### src/rtl/stream_rr_arbiter.sv
// -----------------------------------------------------------------------------
// stream_rr_arbiter
//
// Round-robin packet arbiter: shares one downstream valid/ready channel
// between N_REQ upstream requesters. A grant is held from the first beat
// until the granted requester's last beat is accepted, so packets never
// interleave. The downstream side is a single register stage.
//
// Ports
//   clk        rising-edge clock
//   rst_n      asynchronous active-low reset
//   req_valid  per-requester beat valid
//   req_data   per-requester payload, requester i at [i*DATA_W +: DATA_W]
//   req_last   per-requester end-of-packet flag
//   req_ready  per-requester beat accept (only the granted bit can be high)
//   out_valid  registered output beat valid
//   out_data   registered output payload
//   out_last   registered output end-of-packet
//   out_src    registered index of the requester that produced out_data
//   out_ready  downstream accept
//   busy       high while a grant is held
// -----------------------------------------------------------------------------
module stream_rr_arbiter #(
  parameter  int N_REQ  = 4,
  parameter  int DATA_W = 32,
  localparam int SRC_W  = $clog2(N_REQ)
) (
  input  logic                    clk,
  input  logic                    rst_n,
  input  logic [N_REQ-1:0]        req_valid,
  input  logic [N_REQ*DATA_W-1:0] req_data,
  input  logic [N_REQ-1:0]        req_last,
  output logic [N_REQ-1:0]        req_ready,
  output logic                    out_valid,
  output logic [DATA_W-1:0]       out_data,
  output logic                    out_last,
  output logic [SRC_W-1:0]        out_src,
  input  logic                    out_ready,
  output logic                    busy
);

  typedef enum logic [0:0] {
    ST_IDLE   = 1'b0,
    ST_LOCKED = 1'b1
  } state_t;

  // Pointer starts at the highest index so requester 0 wins first.
  localparam logic [SRC_W-1:0] PTR_RST = SRC_W'(N_REQ - 1);

  // First valid requester searching last_idx+1, last_idx+2, ... modulo N_REQ.
  function automatic logic [SRC_W-1:0] rr_pick(
    input logic [N_REQ-1:0] valid,
    input logic [SRC_W-1:0] last_idx
  );
    logic [SRC_W-1:0] pick;
    logic [SRC_W-1:0] idx;
    logic             found;
    pick  = '0;
    found = 1'b0;
    for (int k = 1; k <= N_REQ; k++) begin
      idx = SRC_W'((int'(last_idx) + k) % N_REQ);
      if (!found && valid[idx]) begin
        pick  = idx;
        found = 1'b1;
      end else begin
        pick  = pick;
      end
    end
    return pick;
  endfunction

  state_t              state_q, state_d;
  logic [SRC_W-1:0]    grant_q, grant_d;
  logic [SRC_W-1:0]    ptr_q, ptr_d;
  logic                out_valid_q, out_valid_d;
  logic [DATA_W-1:0]   out_data_q, out_data_d;
  logic                out_last_q, out_last_d;
  logic [SRC_W-1:0]    out_src_q, out_src_d;

  logic [DATA_W-1:0]   lane_s [N_REQ];
  logic [SRC_W-1:0]    pick_idx_s;
  logic                grant_ready_s;
  logic                xfer_s;
  logic [DATA_W-1:0]   grant_data_s;
  logic                grant_last_s;
  logic [N_REQ-1:0]    req_ready_s;

  for (genvar g = 0; g < N_REQ; g++) begin : g_lane
    assign lane_s[g] = req_data[g*DATA_W +: DATA_W];
  end

  assign pick_idx_s    = rr_pick(req_valid, ptr_q);
  // The granted requester may push whenever the output slot is empty or
  // being drained this cycle; out_ready reaches req_ready combinationally.
  assign grant_ready_s = (state_q == ST_LOCKED) && (!out_valid_q || out_ready);
  assign xfer_s        = grant_ready_s && req_valid[grant_q];
  assign grant_data_s  = lane_s[grant_q];
  assign grant_last_s  = req_last[grant_q];

  // One-hot ready toward the granted requester only.
  always_comb begin
    req_ready_s = '0;
    if (grant_ready_s) begin
      req_ready_s[grant_q] = 1'b1;
    end else begin
      req_ready_s = '0;
    end
  end

  // Next-state logic for the grant FSM and the output register stage.
  always_comb begin
    state_d     = state_q;
    grant_d     = grant_q;
    ptr_d       = ptr_q;
    out_valid_d = out_valid_q;
    out_data_d  = out_data_q;
    out_last_d  = out_last_q;
    out_src_d   = out_src_q;

    case (state_q)
      ST_IDLE: begin
        // Arbitration cycle: no beat moves while the grant is being chosen.
        if (|req_valid) begin
          state_d = ST_LOCKED;
          grant_d = pick_idx_s;
          ptr_d   = pick_idx_s;
        end else begin
          state_d = ST_IDLE;
        end
      end
      ST_LOCKED: begin
        if (xfer_s && grant_last_s) begin
          state_d = ST_IDLE;
        end else begin
          state_d = ST_LOCKED;
        end
      end
      default: begin
        state_d = ST_IDLE;
      end
    endcase

    if (xfer_s) begin
      out_valid_d = 1'b1;
      out_data_d  = grant_data_s;
      out_last_d  = grant_last_s;
      out_src_d   = grant_q;
    end else if (out_valid_q && out_ready) begin
      out_valid_d = 1'b0;
    end else begin
      out_valid_d = out_valid_q;
    end
  end

  // State, grant/pointer and output registers.
  always_ff @(posedge clk or negedge rst_n) begin
    if (!rst_n) begin
      state_q     <= ST_IDLE;
      grant_q     <= '0;
      ptr_q       <= PTR_RST;
      out_valid_q <= 1'b0;
      out_data_q  <= '0;
      out_last_q  <= 1'b0;
      out_src_q   <= '0;
    end else begin
      state_q     <= state_d;
      grant_q     <= grant_d;
      ptr_q       <= ptr_d;
      out_valid_q <= out_valid_d;
      out_data_q  <= out_data_d;
      out_last_q  <= out_last_d;
      out_src_q   <= out_src_d;
    end
  end

  assign req_ready = req_ready_s;
  assign out_valid = out_valid_q;
  assign out_data  = out_data_q;
  assign out_last  = out_last_q;
  assign out_src   = out_src_q;
  assign busy      = (state_q == ST_LOCKED);

endmodule

### config.mk
export PLATFORM = sky130hd
export DESIGN_NAME = stream_rr_arbiter
export DESIGN_NICKNAME = d
export VERILOG_FILES = /design/src/rtl/stream_rr_arbiter.sv
export SDC_FILE = /design/constraint.sdc
export NUM_CORES = 1
export LEC_CHECK = 0
export BUFFER_PORTS_ARGS = -buffer_cell sky130_fd_sc_hd__buf_2
export CELL_PAD_IN_SITES_DETAIL_PLACEMENT = 0
export CELL_PAD_IN_SITES_GLOBAL_PLACEMENT = 2
export CORE_AREA = 4 4 98 110
export CTS_BUF_LIST = sky130_fd_sc_hd__clkbuf_4 sky130_fd_sc_hd__clkbuf_8 sky130_fd_sc_hd__clkbuf_16
export CTS_CLUSTER_SIZE = 12
export DETAILED_ROUTE_END_ITERATION = 10
export DIE_AREA = 0 0 102 114
export PLACE_DENSITY = 0.84
export SKIP_CTS_REPAIR_TIMING = 1
export SKIP_LAST_GASP = 1
export SLEW_MARGIN = 30
export SYNTH_ARGS = -nofsm -noshare
export SYNTH_HDL_FRONTEND = slang
export SYNTH_SLANG_ARGS = --single-unit
export TNS_END_PERCENT = 50
### constraint.sdc
create_clock -name clk -period 2.85 [get_ports clk]
set_input_delay 0 -clock clk [delete_from_list [all_inputs] [get_ports clk]]
set_output_delay 0 -clock clk [all_outputs]
set_load 0.01 [all_outputs]
# Yosys cells after proc, flatten, opt, wreduce, memory -nomap -nowiden
# Index checks and enable logic that the tools add are counted.
# W data, S select, Z words.
# totals
inputBits	139
register_bits	41
latchBits	0
out_inout_bits	41
n_memories	0
romBits	0
mem_bits_rw	0
# op_classes
eq_ne	0
div_mod_pow	0
n_bitwise	2
n_mux	30
shift	0
n_addsub	4
mul	0
n_lt_le_gt_ge	7
reduce_logical	16
# ops
cell	count
$bmux W32 S2	1
$mux W32	2
$lt A2 B3 Y1 const B	5
$mux W1	14
$bmux W1 S2	6
$logic_and A1 B1 Y1	8
$mux W2	4
$add A2 B1 Y2 const B	2
$add A2 B2 Y2 const B	2
$logic_not A1 Y1	4
$mux W4	1
$reduce_or A4 Y1	1
$ge A3 B3 Y1 const B	1
$not A2 Y3	1
$demux W1 S2	1
$ge A2 B1 Y1 const B	1
$pmux W1 S2	1
$reduce_and A2 Y1	1
$reduce_bool A2 Y1	1
$logic_or A1 B1 Y1	1
$not A1 Y1	1

# Longest topological paths before layout
# Gate-level depths: netlist (run 1).
# logic_depth
ltp_word	13
ltp_mapped	5

# Least setup slack after synthesis (run 1)
# OpenSTA, ideal clock, no wires.
# synth_path
kind	register to register
from	register grant_q[1]
to	register out_data_q[12] (netlist: out_data[12])
period_less_slack_ns	1.666
stages_incl_launch_ff	5
n_path_buf	1
setup_ns	0.125
arrival_ns	1.542
setup_slack_ns	1.184
required_time_ns	2.725
cell_sequence	dfrtp_1 mux4_2 nand3_4 buf_6 mux2_2
# synth_between
elab_chain_cells	4
elab_cells_between_ends	7
classes_between	mux (5); bitwise (1); reduce/logical (1)
# synth_rtl
element	line	source
start: declaration	73	logic [SRC_W-1:0] grant_q, grant_d;
start signal: assignment	167	grant_q <= grant_d;
$not A2 Y3 (implied by the code)	97	assign grant_data_s = lane_s[grant_q];
$bmux W32 S2	97	
$mux W32 (implied by the code) (2 in series)	97	
end signal: assignment	170	out_data_q <= out_data_d;
end: declaration	76	logic [DATA_W-1:0] out_data_q, out_data_d;
# Several ways; a longest one is shown, not always the timed one. The select of a mux whose other input is x is not followed.
# A chain may end at the register's enable or synchronous reset.

# Worst setup path in the final report (run 1)
# layout_path
from	register grant_q[1]
to	register out_data_q[4] (netlist: out_data[4])
# The elaborated chain is that of the path after synthesis.

==> results of run 1 <==
-- through the flow --
stage,total power [mW],cells,util,hold WS (ps)
6_report,3.53,457,0.370,83.2
5_1_grt,3.81,457,0.370,94.0
3_3_place_gp,3.05,448,0.357,191
3_5_place_dp,3.11,448,0.357,195
2_1_floorplan,2.49,159,-,-296
4_1_cts,3.62,456,0.369,-125
-- kinds of logic after synthesis --
kind of cell | after synthesis | share of synthesized area
compound gates | 12 | 0.0319
buf+inv | 15 | 0.0390
flops | 41 | 0.416
mux | 68 | 0.465
simple gates | 23 | 0.0481
-- power breakdown --
group	total (mW)	switching, mW	internal [mW]
registers	1.07	0.166	0.904
clock network	0.491	0.196	0.295
logic	1.97	0.906	1.06
total	3.53	1.27	2.26
-- placed cells by master, fill, tap and decap left out, drive strengths merged, types with 2 or more instances in the layout --
| cell type | instances |
|---|---|
| clkbuf | 7 |
| dfrtp | 39 |
| nand2 | 9 |
| a21o | 2 |
| o21ai | 2 |
| nand2b | 2 |
| inv | 3 |
| mux4 | 34 |
| buf | 181 |
| nor3 | 2 |
| nand3 | 2 |
| mux2 | 33 |
| dfstp | 2 |
| a21oi | 2 |
| nor2 | 4 |
-- flip-flops by register name (all words and copies together), names as in the netlist --
| signal | cells |
|---|---|
| busy | 1 |
| grant_q | 2 |
| out_data | 32 |
| out_last | 1 |
| out_src | 2 |
| out_valid | 1 |
| ptr_q | 2 |
-- worst max-delay path: stages (launching register included) --
cell,delay (ps)
dfrtp_2,370
mux4_2,540
nand3_4,440
mux2_2,400
-- cell type report --
| cell class | instances | area (um^2) | area share |
|---|---|---|---|
| clock inverters | 1 | 30.0 | 0.00836 |
| clock buffers | 7 | 90.1 | 0.0251 |
| well taps | 120 | 150 | 0.0418 |
| flip-flops and latches | 41 | 1030 | 0.287 |
| inverters | 3 | 11.3 | 0.00313 |
| repair buffers | 182 | 936 | 0.260 |
| multi-input cells | 103 | 1350 | 0.374 |
-- routing by layer --
metal	vias to the layer above	wire length [um]
met2	84	4030
met3	2	609
met4	0	19
li1	984	-
met5	-	0
met1	1052	2720
-- Yosys cell counts (2+ instances only) --
cell and number:
buf_6 4, o21ai_0 2, nor3_1 2, dfrtp_1 39, nand2b_1 2, mux4_2 34, mux2_2 9, buf_2 2
inv_1 3, mux2_1 24, nor2_1 4, nand2_1 9, buf_4 2, dfstp_2 2, a21o_1 2, a21oi_1 2
clkbuf_1 3
-- final timing paths --
| check | cells past startpoint | slack (ps) | endpoint | startpoint |
|---|---|---|---|---|
| worst max-delay path | 3 | 980 | out_data[4]$_DFFE_PN0P_ | grant_q[1]$_DFFE_PN0P_ |
| worst min-delay path | 3 | 80 | ptr_q[0]$_DFFE_PN1P_ | req_valid[0] |
| worst max register to register | 3 | 980 | out_data[4]$_DFFE_PN0P_ | grant_q[1]$_DFFE_PN0P_ |
| worst min register to register | 2 | 490 | out_src[0]$_DFFE_PN0P_ | out_src[0]$_DFFE_PN0P_ |
| max in group asynchronous | 2 | 2210 | grant_q[1]$_DFFE_PN0P_ | rst_n |
| min in group asynchronous | 2 | 240 | out_data[12]$_DFFE_PN0P_ | rst_n |
==> impl_metrics.ini, run 1 <==
[outcome]
status = completed

[synth]
yosysWarnings = 0
ys_seq_area_frac = 0.416
syn-cell-area_mm2 = 0.00247
postSynthCellCount = 159
synth_top_cell_by_area = dfrtp_1
synth_edf_count = 0
async_flop_share = 1.00
synth_top_area_share = 0.395
synth.avg_cell_area_um2 = 15.5
synthesis.nets = 298
ys_ff_latch = 41
yosysUniqueCellTypes = 31
synth_area_leaders = dfrtp_1 (40%), mux4_2 (31%), mux2_1 (11%)
synth_flop_cell = dfrtp_1

[final_layout]
area_delta_synth_final_pct = 45.5
nFillCells = 1007
antenna_cells = 0
drive_above_1_share = 0.706
final_cell_area_mm2 = 0.00359
fin_nets = 475

[power_and_ir_drop]
p_leak_nw = 1.74
ir_worst_vdd_v = 0.000464
pwr_density_cell_mw_per_mm2 = 981

[timing]
finalSetupViolCount = 0
rsz0062_at_grt = false
period_needed_ps = 1870
max_freq_mhz = 535
finalCritPeriodShare = 0.655
finalHoldViolCount = 0
drv_slew = 0
slew_headroom = 0.638
clock_skew_ps = 6.99
tightest_slew_ps = 543
fin_tns_setup_ps = 0
setup_ws_ps = 982

[detailed_routing]
finalWirelength_um = 7370
via_count = 2122
antenna_left = 0
drcViolationCount = 0
via_per_inst = 4.64
wl_per_cell_um = 16.1
first_pass_iters = 4
drtIter0Drc = 32

[critical_path]
crit_path_start_kind = register
path_max_fanout = 37
critPathKind = reg2reg
cp-end-kind = register
critical_path_required_ps = 3020
arrival_ps = 2040

[floorplanning]
die-area_mm2 = 0.0116
initial_utilization = 0.255
die_y_um = 114
core_area_mm2 = 0.00970
rows = 38
ios = 180
die_w_um = 102

[clock_network]
numCtsBuffers = 5
htreeDepth = 2
clk_path_buf_depth = 2
clkLatencyLatePin_ps = 290
cts.sinks = 41
clk_pin_slew_ps = 80
cts_tree = built
cts_root_buffer = clkbuf_8

[global_route]
globalRoute.totalOverflow = 0
grt_start_max_net_pins = 42
grt_pass1_wl_um = 11000
met1_usage = 0.138
antenna_found_initial = 0
grt_use_total = 0.122
use_met3 = 0.0269
grt_busiest_layer = met2
grt_pass1_vias = 2246
grt_use_met2 = 0.232

[placed_design]
dpl_cell_area_mm2 = 0.00346
place_congestion = 0.739
dp_hpwl_um = 5870
dp_slack_ps = 953
io_buffers = 179

[hold_path]
hold_class = in2reg

[run]
maxCapViolCount = 0
Power figures use the tool's default switching activity.
==> inputs of run 2 (changes only) <==
Settings changed: ABC_AREA set to 1, CORE_AREA 4 4 98 110 to 4 4 124 138, DIE_AREA 0 0 102 114 to 0 0 128 142, PLACE_DENSITY 0.84 to 0.74.
Clock period 2.85 ns to 1.6 ns, I/O delays scaled along.
==> impl_metrics.ini, run 2 <==
[outcome]
status = completed

[floorplanning]
die-area_mm2 = 0.0182
die_w_um = 128
ios = 180
die_y_um = 142
core_area_mm2 = 0.0156
rows = 48
initial_utilization = 0.179

[synth]
synth_area_leaders = dfrtp_1 (35%), nand2_1 (22%), nand3_1 (18%)
synth_top_area_share = 0.348
synth_edf_count = 0
yosysUniqueCellTypes = 24
synth.most_common_cell = nand2_1
yosysWarnings = 0
ys_ff_latch = 41
postSynthCellCount = 425
async_flop_share = 1.00
synth_flop_cell = dfrtp_1
synthTopCellsByCount = nand2_1 (167), nand3_1 (103), dfrtp_1 (39)
synth.avg_cell_area_um2 = 6.59
syn-cell-area_mm2 = 0.00280
synth_top_cell_by_area = dfrtp_1
synthesis.nets = 564
ys_seq_area_frac = 0.367

[power_and_ir_drop]
ir_worst_vdd_v = 0.000946
p_leak_nw = 2.35
pwr_density_cell_mw_per_mm2 = 1940
power_mw = 8.49

[final_layout]
layout_commonest_cell = buf_2
fin_nets = 752
nFillCells = 1797
fin_util = 0.280
drive_above_1_share = 0.438
final_cell_mix = buf_2 (179), nand2_1 (146), nand3_1 (99)
area_delta_synth_final_pct = 56.3
final_cells = 815
largest_register_ffs = 32

[placed_design]
dp_slack_ps = 0.0789
placedCellCount = 798
place_congestion = 0.732
dp_hpwl_um = 9500
io_buffers = 179

[critical_path]
critPathKind = reg2reg
reg2reg_depth = 10
cp-end-kind = register
path_max_fanout = 5
arrival_ps = 1730
crit_path_start_kind = register
critical_path_required_ps = 1770

[clock_network]
clk_pin_slew_ps = 60
cts.sinks = 41
htreeDepth = 2
clkLatencyLatePin_ps = 280
cts_tree = built
clk_path_buf_depth = 2
cts_root_buffer = clkbuf_16
numCtsBuffers = 5

[timing]
fin_tns_setup_ps = 0
tightest_slew_ps = 508
finalSetupViolCount = 0
finalCritPeriodShare = 0.975
slew_headroom = 0.661
setup_ws_ps = 40.0
max_freq_mhz = 641
finalHoldViolCount = 0
clock_skew_ps = 2.76
drv_slew = 0
rsz0062_at_grt = true
period_needed_ps = 1560

[global_route]
grt_pass1_wl_um = 19200
antenna_found_initial = 3
globalRoute.totalOverflow = 0
grt_start_max_net_pins = 38
grt_use_total = 0.133
grt_pass1_vias = 3719

[hold_path]
whs_path_depth = 5
hold_class = in2reg

[detailed_routing]
first_pass_iters = 4
via_count = 3682
wl_met2_um = 6110
highest_layer = met5
via_per_inst = 4.52
antenna_left = 0
finalWirelength_um = 12500
wl_per_cell_um = 15.3
drcViolationCount = 0
wl_met3_um = 1250
drtIter0Drc = 138
drt-met1-wl_um = 4910

[run]
maxCapViolCount = 0
==> run 2: changes by cell type in the layout (fill, tap and decap cells not counted), moves of 24 or more <==
cell	change
mux2_1	-24
mux4_2	-34
nand2_1	+137
nand2_2	+26
nand3_1	+98
nand4_1	+33
==> run 2: cell type report <==
cell class	count	area, um^2	share of cell area
Tap cell	200	250	0.0571
Timing Repair Buffer	215	1230	0.281
Inverter	13	57.6	0.0131
Clock buffer	8	148	0.0337
Sequential cell	41	1030	0.235
Antenna cell	1	2.50	0.000571
Multi-Input combinational cell	337	1660	0.379
==> run 2: metrics by stage <==
step                      hold slack [ps]  area, um^2
after detailed placement             3.42        4020
after global routing                 36.1        4380
after global placement               11.5        4020
final                                25.9        4380
after floorplan                      -296        2800
after CTS                            -307        4170
==> run 2: cell families after synthesis <==
group,after synthesis,share of synthesized area
AO/OA/AOI/OAI,12,0.0232
buffers and inverters,47,0.0822
flip-flops,41,0.367
AND/OR/NAND/NOR,325,0.527
==> run 2: power breakdown <==
| group | switching, mW | internal (mW) | total, mW |
|---|---|---|---|
| Sequential | 0.339 | 1.55 | 1.89 |
| Clock | 0.403 | 0.632 | 1.04 |
| Combinational | 3.39 | 2.16 | 5.56 |
==> run 2: path summary, 6_finish.rpt <==
kind | startpoint | endpoint | slack [ps]
hold reg to reg | out_data[27]$_DFFE_PN0P_ | out_data[27]$_DFFE_PN0P_ | 470
setup / recovery | ptr_q[0]$_DFFE_PN1P_ | grant_q[1]$_DFFE_PN0P_ | 40
hold / removal | req_data[25] | out_data[25]$_DFFE_PN0P_ | 30
min in group asynchronous | rst_n | out_data[19]$_DFFE_PN0P_ | 220
setup reg to reg | ptr_q[0]$_DFFE_PN1P_ | grant_q[1]$_DFFE_PN0P_ | 40
max in group asynchronous | rst_n | out_data[3]$_DFFE_PN0P_ | 770
==> run 2: worst max-delay path: stages (launching register included) <==
cell and delay, ps:
dfstp_2 600, buf_6 140, nand2_4 50, nand2_4 70, buf_6 100, nand3_2 60, nand2_2 110, nand3b_1 130
nand3_2 70, nand2_2 70, nand2_1 50
==> run 2: metal layers <==
layer  GRT usage  up-vias
met1       0.156     1716
met3      0.0518       19
met5           0        -
met4      0.0363        4
li1            -     1809
met2       0.224      134
